`config.mk`:
```
export PLATFORM = sky130hd
export DESIGN_NAME = alu_seq_p
export DESIGN_NICKNAME = d
export VERILOG_FILES = /design/src/rtl/alu_pkg.sv /design/src/rtl/alu_div_iter.sv /design/src/rtl/alu_seq_p.sv
export SDC_FILE = /design/constraint.sdc
export NUM_CORES = 1
export LEC_CHECK = 0
export ABC_AREA = 0
export BUFFER_PORTS_ARGS = -buffer_cell sky130_fd_sc_hd__buf_2
export CAP_MARGIN = 20
export CORE_ASPECT_RATIO = 1.5
export CORE_MARGIN = 3
export CORE_UTILIZATION = 40
export CTS_BUF_LIST = sky130_fd_sc_hd__clkbuf_4 sky130_fd_sc_hd__clkbuf_8 sky130_fd_sc_hd__clkbuf_16
export DETAILED_ROUTE_END_ITERATION = 12
export GPL_TIMING_DRIVEN = 1
export PLACE_DENSITY = 0.57
export SLEW_MARGIN = 20
export SYNTH_ARGS = -nofsm -noshare
export SYNTH_HDL_FRONTEND = slang
export SYNTH_SLANG_ARGS = --single-unit
```
`constraint.sdc`:
```
create_clock -name c -period 4.4 [get_ports c]
set_input_delay 1.32 -clock c [delete_from_list [all_inputs] [get_ports c]]
set_output_delay 1.32 -clock c [all_outputs]
set_load 0.02 [all_outputs]
```
`src/rtl/alu_pkg.sv`:
```
// Shared opcode encodings and controller states for the sequential ALU.
package alu_pkg;

  localparam logic [3:0] OpAdd  = 4'd0;
  localparam logic [3:0] OpSub  = 4'd1;
  localparam logic [3:0] OpMul  = 4'd2;
  localparam logic [3:0] OpDiv  = 4'd3;
  localparam logic [3:0] OpShl  = 4'd4;
  localparam logic [3:0] OpShr  = 4'd5;
  localparam logic [3:0] OpRol  = 4'd6;
  localparam logic [3:0] OpRor  = 4'd7;
  localparam logic [3:0] OpAnd  = 4'd8;
  localparam logic [3:0] OpOr   = 4'd9;
  localparam logic [3:0] OpNor  = 4'd10;
  localparam logic [3:0] OpNand = 4'd11;
  localparam logic [3:0] OpXor  = 4'd12;
  localparam logic [3:0] OpXnor = 4'd13;
  localparam logic [3:0] OpSlt  = 4'd14;
  localparam logic [3:0] OpSeq  = 4'd15;

  typedef enum logic [1:0] {StIdle, StDiv, StDone} state_e;

endpackage

```
`src/rtl/alu_div_iter.sv`:
```
// Iterative restoring divider: one quotient bit per falling edge, WIDTH edges in total.
// The start edge already performs the first iteration on the incoming operands.
module alu_div_iter #(
  parameter int unsigned WIDTH = 16
) (
  input  logic             clk_i,
  input  logic             rst_i,
  input  logic             start_i,
  input  logic [WIDTH-1:0] dividend_i,
  input  logic [WIDTH-1:0] divisor_i,
  output logic             busy_o,
  output logic             done_o,
  output logic [WIDTH-1:0] quotient_o,
  output logic [WIDTH-1:0] remainder_o
);

  localparam int unsigned CW = $clog2(WIDTH) + 1;

  logic [WIDTH-1:0] rem_q, rem_d, quo_q, quo_d, dvs_q, dvs_d;
  logic [CW-1:0]    cnt_q, cnt_d;
  logic             busy_q, busy_d, done_q, done_d;

  logic [WIDTH-1:0] rem_in, quo_in, dvs_in, step_rem, step_quo;
  logic [WIDTH:0]   shifted, diff;

  always_comb begin
    rem_in   = start_i ? '0 : rem_q;
    quo_in   = start_i ? dividend_i : quo_q;
    dvs_in   = start_i ? divisor_i : dvs_q;
    shifted  = {rem_in, quo_in[WIDTH-1]};
    diff     = shifted - {1'b0, dvs_in};
    // Borrow out of the trial subtraction means restore the shifted remainder.
    step_rem = diff[WIDTH] ? shifted[WIDTH-1:0] : diff[WIDTH-1:0];
    step_quo = {quo_in[WIDTH-2:0], ~diff[WIDTH]};

    rem_d  = rem_q;
    quo_d  = quo_q;
    dvs_d  = dvs_q;
    cnt_d  = cnt_q;
    busy_d = busy_q;
    done_d = 1'b0;
    if (start_i) begin
      rem_d  = step_rem;
      quo_d  = step_quo;
      dvs_d  = dvs_in;
      cnt_d  = CW'(1);
      busy_d = 1'b1;
    end else if (busy_q) begin
      rem_d = step_rem;
      quo_d = step_quo;
      cnt_d = cnt_q + CW'(1);
      if (cnt_q == CW'(WIDTH - 1)) begin
        busy_d = 1'b0;
        done_d = 1'b1;
      end
    end
  end

  always_ff @(negedge clk_i or posedge rst_i) begin
    if (rst_i) begin
      rem_q  <= '0;
      quo_q  <= '0;
      dvs_q  <= '0;
      cnt_q  <= '0;
      busy_q <= 1'b0;
      done_q <= 1'b0;
    end else begin
      rem_q  <= rem_d;
      quo_q  <= quo_d;
      dvs_q  <= dvs_d;
      cnt_q  <= cnt_d;
      busy_q <= busy_d;
      done_q <= done_d;
    end
  end

  assign busy_o      = busy_q;
  assign done_o      = done_q;
  assign quotient_o  = quo_q;
  assign remainder_o = rem_q;

endmodule

```
`src/rtl/alu_seq_p.sv`:
```
// Handshaked parametrised ALU: single-cycle ops register on the accepting edge,
// non-zero divides run through the iterative divider and land WIDTH cycles later.
module alu_seq_p
  import alu_pkg::*;
#(
  parameter int unsigned WIDTH = 16,
  parameter int unsigned SHW   = $clog2(WIDTH)
) (
  input  logic               c,
  input  logic               r,
  input  logic               in_valid,
  output logic               in_ready,
  input  logic [3:0]         s,
  input  logic [WIDTH-1:0]   X,
  input  logic [WIDTH-1:0]   Y,
  output logic               out_valid,
  input  logic               out_ready,
  output logic [2*WIDTH-1:0] Z,
  output logic               zf,
  output logic               dz
);

  localparam int unsigned ZW = 2 * WIDTH;

  state_e           state_q, state_d;
  logic [ZW-1:0]    z_q, z_d, alu_res, xe, ye, div_z;
  logic             zf_q, zf_d, dz_q, dz_d;
  logic             accept, div_start, div_busy, div_done;
  logic [WIDTH-1:0] div_quo, div_rem, rol_w, ror_w;
  logic [SHW-1:0]   sh;

  alu_div_iter #(.WIDTH(WIDTH)) u_div (
    .clk_i       (c),
    .rst_i       (r),
    .start_i     (div_start),
    .dividend_i  (X),
    .divisor_i   (Y),
    .busy_o      (div_busy),
    .done_o      (div_done),
    .quotient_o  (div_quo),
    .remainder_o (div_rem)
  );

  assign in_ready  = !div_busy && ((state_q == StIdle) || (state_q == StDone && out_ready));
  assign out_valid = (state_q == StDone);
  assign accept    = in_valid && in_ready;
  assign div_z     = {div_rem, div_quo};

  always_comb begin
    xe    = {{WIDTH{1'b0}}, X};
    ye    = {{WIDTH{1'b0}}, Y};
    sh    = Y[SHW-1:0];
    // A shift by WIDTH yields zero, so a zero rotate amount falls out naturally.
    rol_w = (X << sh) | (X >> (WIDTH - 32'(sh)));
    ror_w = (X >> sh) | (X << (WIDTH - 32'(sh)));
    case (s)
      OpAdd:   alu_res = xe + ye;
      OpSub:   alu_res = xe - ye;
      OpMul:   alu_res = xe * ye;
      OpDiv:   alu_res = {X, {WIDTH{1'b1}}};
      OpShl:   alu_res = {{WIDTH{1'b0}}, X << sh};
      OpShr:   alu_res = {{WIDTH{1'b0}}, X >> sh};
      OpRol:   alu_res = {{WIDTH{1'b0}}, rol_w};
      OpRor:   alu_res = {{WIDTH{1'b0}}, ror_w};
      OpAnd:   alu_res = {{WIDTH{1'b0}}, X & Y};
      OpOr:    alu_res = {{WIDTH{1'b0}}, X | Y};
      OpNor:   alu_res = {{WIDTH{1'b0}}, ~(X | Y)};
      OpNand:  alu_res = {{WIDTH{1'b0}}, ~(X & Y)};
      OpXor:   alu_res = {{WIDTH{1'b0}}, X ^ Y};
      OpXnor:  alu_res = {{WIDTH{1'b0}}, ~(X ^ Y)};
      OpSlt:   alu_res = {{(ZW-1){1'b0}}, X < Y};
      default: alu_res = {{(ZW-1){1'b0}}, X == Y};
    endcase
  end

  always_comb begin
    state_d   = state_q;
    z_d       = z_q;
    zf_d      = zf_q;
    dz_d      = dz_q;
    div_start = 1'b0;
    case (state_q)
      StIdle, StDone: begin
        if (accept) begin
          if (s == OpDiv && Y != '0) begin
            div_start = 1'b1;
            state_d   = StDiv;
          end else begin
            z_d     = alu_res;
            zf_d    = (alu_res == '0);
            dz_d    = (s == OpDiv);
            state_d = StDone;
          end
        end else if (state_q == StDone && out_ready) begin
          state_d = StIdle;
        end
      end
      StDiv: begin
        if (div_done) begin
          z_d     = div_z;
          zf_d    = (div_z == '0);
          dz_d    = 1'b0;
          state_d = StDone;
        end
      end
      default: state_d = StIdle;
    endcase
  end

  always_ff @(negedge c or posedge r) begin
    if (r) begin
      state_q <= StIdle;
      z_q     <= '0;
      zf_q    <= 1'b0;
      dz_q    <= 1'b0;
    end else begin
      state_q <= state_d;
      z_q     <= z_d;
      zf_q    <= zf_d;
      dz_q    <= dz_d;
    end
  end

  assign Z  = z_q;
  assign zf = zf_q;
  assign dz = dz_q;

endmodule

```
==> impl_metrics.json, run 1 <==
{
  "grt_max_degree": 48,
  "setup.worst_path.class": "input pin to flop",
  "place.gp.congestion": 1.03,
  "cts-htree-levels": 3,
  "most_frequent_standard_cell_in_the_layout_excluding_fill_and_tap_cells": "buf_4",
  "critPathBufInv": 9,
  "timing.critical_path.arrival_ns": 7.55,
  "vias_in_the_first_global_route": 22900,
  "yosysWarningCount": 0,
  "peak_per_stage_delay_on_the_critical_path_ns": 0.53,
  "numCtsBuffers": 9,
  "floorplan.core_area_um2": 48800,
  "starting_density_of_the_core": 0.405,
  "cp_max_fo": 5,
  "syn_area_per_cell_um2": 8.06,
  "clock_path_buffers": 2,
  "timing.critical_path.required_ns": 2.56,
  "postPlaceCellArea_um2": 25500,
  "overflow": 0,
  "grt_first_pass_wirelength_um": 146000,
  "placement.io_buffers": 75,
  "p_leak_nw": 13.7,
  "final_cell_area_um2": 29400,
  "fp.dieArea_um2": 52100,
  "critPathLaunchType": "input pin",
  "share_of_layout_cells_above_drive_strength_1": 0.408,
  "crit_top_cell": "fa_1",
  "setup_viol": 126,
  "synth_top_flop_cell": "dfrtn_1",
  "die_height_um": 278,
  "finalCoreUtilization": 0.602,
  "failed_checks": "setup timing",
  "number_of_vias_in_the_routed_layout": 21900,
  "worst_pin_slew_ns": 0.853,
  "boundaryPins": 76,
  "asyncSetResetFlopFracSynth": 1.00,
  "layout.nets": 3481,
  "dp_hpwl_um": 78800,
  "drt_first_iter_violations": 1753,
  "clock_tree_from_tritoncts": "done",
  "endpoint_kind": "flop",
  "post_cts_hold_buffer_count": 0,
  "most-common-layout-cells": "buf_4 (594), nand2_1 (276), inv_1 (253)",
  "synth-edff-count": 0,
  "detail_route.first_pass.iterations": 5,
  "antenna_found_initial": 2,
  "skew_final_ns": 0.00720,
  "row_count": 99,
  "ir_drop_mv": 1.82,
  "post-place-ws_ns": -5.67,
  "final_max_slew_violation_count": 0,
  "area.growth.synth_to_final_pct": 48.7,
  "number_of_routed_nets_with_antenna_violations": 0,
  "hold_class": "flop to flop",
  "via_cell_ratio": 5.86,
  "die_w_um": 187,
  "yosys_register_bits": 91,
  "critical_path.slowest_cell": "fa_2",
  "run_status": "complete, but fails checks",
  "timing.slew.headroom": 0.427,
  "worst_path_dominant_cell_family": "adder cells",
  "final_hold_fails": 0,
  "maxCapViolCount": 0,
  "clock_insertion_delay_worst_skew_ns": 0.36,
  "timing.reg2reg.setup_slack_ns": 0.26,
  "synthesis.nets": 2859,
  "ys_types": 97,
  "post_synth_inst_count": 2450,
  "drc_errors": 0,
  "mappedNetlistArea_um2": 19800,
  "total_routing_usage_gr": 0.377,
  "powerDensity_nw_per_um2": 919,
  "rsz0062_at_grt": "true",
  "clock-sinks": 91,
  "postRouteWirelength_um": 101000,
  "share_of_synthesized_area_occupied_by_flip_flops_and_latches": 0.115,
  "setup_ws_ns": -4.99,
  "clock_pin_slew_on_the_worst_setup_and_hold_paths_ns": 0.05,
  "clockRootBuffer": "clkbuf_16",
  "route.detailed.wl_per_inst_um": 27.0
}
## layer usage
layer | vias to the layer above | global-route usage | share of wire
met5 | - | 0 | 0
met3 | 424 | 0.0475 | 0.057
met2 | 1024 | 0.638 | 0.48
met4 | 0 | 0.357 | 0.12
li1 | 9578 | - | -
met1 | 10900 | 0.406 | 0.34
## cells by family after synthesis
logic type	synth area share
XOR/XNOR	0.0273
flip-flops	0.115
AND/OR/NAND/NOR	0.181
multiplexers	0.0901
buffers and inverters	0.0980
adder cells (fa/ha/maj)	0.309
AO/OA/AOI/OAI	0.180
## flip-flops by register name, indices dropped and copies added (netlist names), 2 cells and up
signal	count
u_div.remainder_o	16
u_div.quotient_o	16
u_div.cnt_q	5
state_q	2
u_div.dvs_q	16
Z	32
## layout make-up
type                    count  area [µm²]
clock buffers               9         225
well taps                 656         821
inverters                 310        1230
fillers                  4399       19400
multi-input cells        1875       17800
clock inverters             7        70.1
diodes                      2        5.00
repair buffers            785        6980
flip-flops and latches     91        2280
## path summary, 6_finish.rpt
kind / startpoint / cells after the start / to
min in group asynchronous: r / 2 / state_q[0]
max reg2reg: state_q[0] / 19 / u_div.remainder_o[13]
max in group asynchronous: r / 3 / u_div.remainder_o[9]
min: u_div.done_o / 1 / state_q[0]
max: Y[5] / 28 / zf
min reg2reg: u_div.done_o / 1 / state_q[0]
## synth_stat cells, drive strengths merged (19+ instances only)
master  number  share of area
o21ai      149          0.038
dfrtn       91           0.12
nor4        25         0.0079
buf         66          0.018
o31ai       20         0.0079
a211oi      24         0.0098
nor3        39         0.0099
a21oi      109          0.028
ha         172           0.11
and2        27         0.0088
a21o        23         0.0087
clkbuf     109          0.021
o211ai      19         0.0077
mux2i       75          0.039
nand2      306          0.058
xor2        22          0.010
inv        302          0.057
nand3       40          0.010
nor2       243          0.046
xnor2       37          0.017
nand2b      25         0.0079
mux4        39          0.044
nor2b       27         0.0085
fa         197           0.20
## stage by stage
stage,instances,hold WS [ns],setup TNS [ns],power (W)
floorplan,2450,0.381,-221.12,0.0117
global placement,3613,0.420,-295.37,0.0193
detailed placement,3613,0.426,-300.44,0.0197
CTS,3692,0.397,-228.80,0.0248
global route,3735,0.434,-245.98,0.0287
finish,3735,0.400,-236.58,0.0270
## power breakdown
part           leakage, nW  switching [W]  total (W)  internal, W
clock network        0.141       0.000376   0.000774     0.000398
logic                 12.4         0.0128     0.0246       0.0118
registers             1.16       0.000411    0.00166      0.00125
total                 13.7         0.0135     0.0270       0.0135
## timing repair
item / CTS / global route
gates resized for setup: 435 / 231
setup endpoints to repair: 126 / 126
pin swaps: 117 / 135
setup buffers: 62 / 50
gates cloned: 7 / 2
Note: power is estimated with default switching activity, not from simulation.
==> run 2, diff against run 1 <==
Settings changed: CORE_MARGIN 3 to default, SETUP_SLACK_MARGIN from default to 0.2.
==> run 2 against run 1 <==
Against the previous run: the flow still finishes with violations (setup timing); combinational power shrank 7%; utilization fell by 0.73 points; largest cell class unchanged; largest power group unchanged; non-clock buffer count is the same; sequential share of layout area rose by 0.12 points; sequential power about the same.
==> impl_metrics.json, run 2 (synthesis results as in run 1) <==
{
  "clock_tree_from_tritoncts": "done",
  "die_w_um": 183,
  "p_comb_frac": 0.903,
  "internal_power_w": 0.0126,
  "p_leak_nw": 13.6,
  "layout.nets": 3480,
  "power_switching_share": 0.501,
  "hold_class": "flop to flop",
  "final_hold_fails": 0,
  "failed_checks": "setup timing",
  "skew_final_ns": 0.00676,
  "starting_density_of_the_core": 0.406,
  "setup.worst_path.class": "input pin to flop",
  "antenna_found_initial": 2,
  "die_height_um": 274,
  "clockRootBuffer": "clkbuf_16",
  "crit_top_cell": "buf_4",
  "placement.io_buffers": 75,
  "critical_path.slowest_cell": "fa_1",
  "peak_per_stage_delay_on_the_critical_path_ns": 0.55,
  "largest_reg_flops": 32,
  "final_max_slew_violation_count": 0,
  "worst_path_dominant_cell_family": "adder cells",
  "endpoint_kind": "flop",
  "timing.slew.headroom": 0.350,
  "detail_route.first_pass.iterations": 6,
  "critPathLaunchType": "input pin",
  "clock_path_buffers": 2,
  "run_status": "complete, but fails checks",
  "post-place-ws_ns": -5.63,
  "hold_path_depth": 1,
  "hold_worst_path_end": "state_q[0]",
  "powerDensity_nw_per_um2": 871,
  "vias_in_the_first_global_route": 22300,
  "dp_hpwl_um": 81200,
  "area.growth.synth_to_final_pct": 46.6,
  "total_routing_usage_gr": 0.401,
  "fp.dieArea_um2": 50300,
  "overflow": 0,
  "min-delay-start": "u_div.done_o",
  "power_total_w": 0.0252,
  "number_of_routed_nets_with_antenna_violations": 0,
  "share_seq_of_total_power": 0.065,
  "grt_first_pass_wirelength_um": 145000,
  "floorplan.core_area_um2": 48700,
  "via_cell_ratio": 5.82,
  "rsz0062_at_grt": "true",
  "beginning_of_the_worst_register_to_register_path": "state_q[0]",
  "cp_max_fo": 3,
  "r2r_cells": 23,
  "number_of_vias_in_the_routed_layout": 21700,
  "setup_viol": 126,
  "timing.reg2reg.setup_slack_ns": 0.30,
  "drt_first_iter_violations": 1542,
  "power.share.clock": 0.032,
  "filler_cell_count": 4383,
  "most-common-layout-cells": "buf_4 (601), nand2_1 (280), inv_1 (254)",
  "timing.critical_path.arrival_ns": 7.55,
  "numCtsBuffers": 9,
  "share_of_layout_cells_above_drive_strength_1": 0.392,
  "worstReg2RegEnd": "u_div.remainder_o[8]",
  "most_frequent_standard_cell_in_the_layout_excluding_fill_and_tap_cells": "buf_4",
  "row_count": 99,
  "grt_max_degree": 70,
  "critPathBufInv": 11,
  "clock_insertion_delay_worst_skew_ns": 0.36,
  "place.gp.congestion": 1.03,
  "clock-sinks": 91,
  "setup_ws_ns": -4.99,
  "boundaryPins": 76,
  "clock_pin_slew_on_the_worst_setup_and_hold_paths_ns": 0.05,
  "drc_errors": 0,
  "timing.critical_path.required_ns": 2.56,
  "cts-htree-levels": 3,
  "netSwitchingPower_w": 0.0126,
  "postRouteWirelength_um": 101000,
  "worst_pin_slew_ns": 0.966,
  "ir_drop_mv": 2.06,
  "route.detailed.wl_per_inst_um": 27.0,
  "maxCapViolCount": 0
}
==> run 2: changes by cell type in the layout (fill, tap and decap cells not counted), sizes merged <==
cell	change
buf	+5
bufbuf	-3
clkinv	-3
bufinv	+1
clkbuf	-1
diode	-1
inv	+1
nand2b	-1
==> run 2: what timing repair did <==
action                                  in CTS  in global routing
endpoints found under the setup margin     126                126
hold buffers                                 0                  0
cloned                                       1                  0
gates resized for setup                    395                211
hold endpoints to repair                     0                  0
pin swaps                                  116                 80
setup buffers                               48                 30
==> run 2: power groups by stage <==
stage | sequential, W | clock [W] | combinational (W)
2_1_floorplan | 0.00163 | 0 | 0.0101
3_3_place_gp | 0.00157 | 0 | 0.0172
3_5_place_dp | 0.00158 | 0 | 0.0176
4_1_cts | 0.00161 | 0.000819 | 0.0207
5_1_grt | 0.00168 | 0.000839 | 0.0244
6_report | 0.00164 | 0.000808 | 0.0228
==> run 2: worst reg2reg max path: stages (launching register included) <==
cell	delay (ns)
dfrtn_1	0.39
buf_4	0.19
nor3_1	0.19
buf_4	0.19
o21ai_4	0.09
buf_6	0.14
nor2b_4	0.14
mux2i_1	0.09
buf_4	0.16
ha_4	0.16
fa_2	0.36
nor2b_4	0.14
o21ai_2	0.06
nand2b_1	0.12
nand2_2	0.08
a21oi_2	0.19
a21bo_1	0.15
a21oi_2	0.06
o2111ai_2	0.23
a21oi_4	0.13
xnor2_4	0.22
buf_6	0.18
a32oi_2	0.16
nand2_1	0.10
==> run 2: area by class of cell <==
cell class | instances | area [µm²] | area share
Antenna cell | 1 | 2.50 | 0.0000864
Inverter | 310 | 1250 | 0.0431
Sequential cell | 91 | 2280 | 0.0786
Clock buffer | 10 | 233 | 0.00804
Timing Repair Buffer | 785 | 6740 | 0.233
Multi-Input combinational cell | 1874 | 17600 | 0.607
Tap cell | 656 | 821 | 0.0283
Clock inverter | 6 | 71.3 | 0.00246
==> run 2: worst max path at each step <==
stage          from  cells after the start  slack, ns  endpoint
2_1_floorplan  Y[1]                     28      -5.28     Z[30]
3_3_place_gp   X[7]                     26      -5.53     Z[30]
3_5_place_dp   X[6]                     27      -5.63        zf
4_1_cts        X[3]                     29      -4.90        zf
5_1_grt        Y[1]                     27      -5.15        zf
6_report       X[1]                     30      -4.99        zf
==> run 2: per-layer routing <==
layer / part of all wire / GRT usage
met1: 0.34 / 0.424
met5: 0 / 0
met3: 0.054 / 0.0624
met2: 0.49 / 0.678
met4: 0.11 / 0.381
==> run 2: per-stage QoR <==
stage	cells	hold slack [ns]	util	area [µm²]	setup TNS, ns
6_report	3733	0.396	0.595	29000	-251.22
5_1_grt	3733	0.405	0.595	29000	-260.39
4_1_cts	3702	0.409	0.573	27900	-213.39
3_5_place_dp	3637	0.422	0.528	25700	-277.71
3_3_place_gp	3637	0.396	0.528	25700	-274.51
2_1_floorplan	2450	0.381	-	20700	-221.12
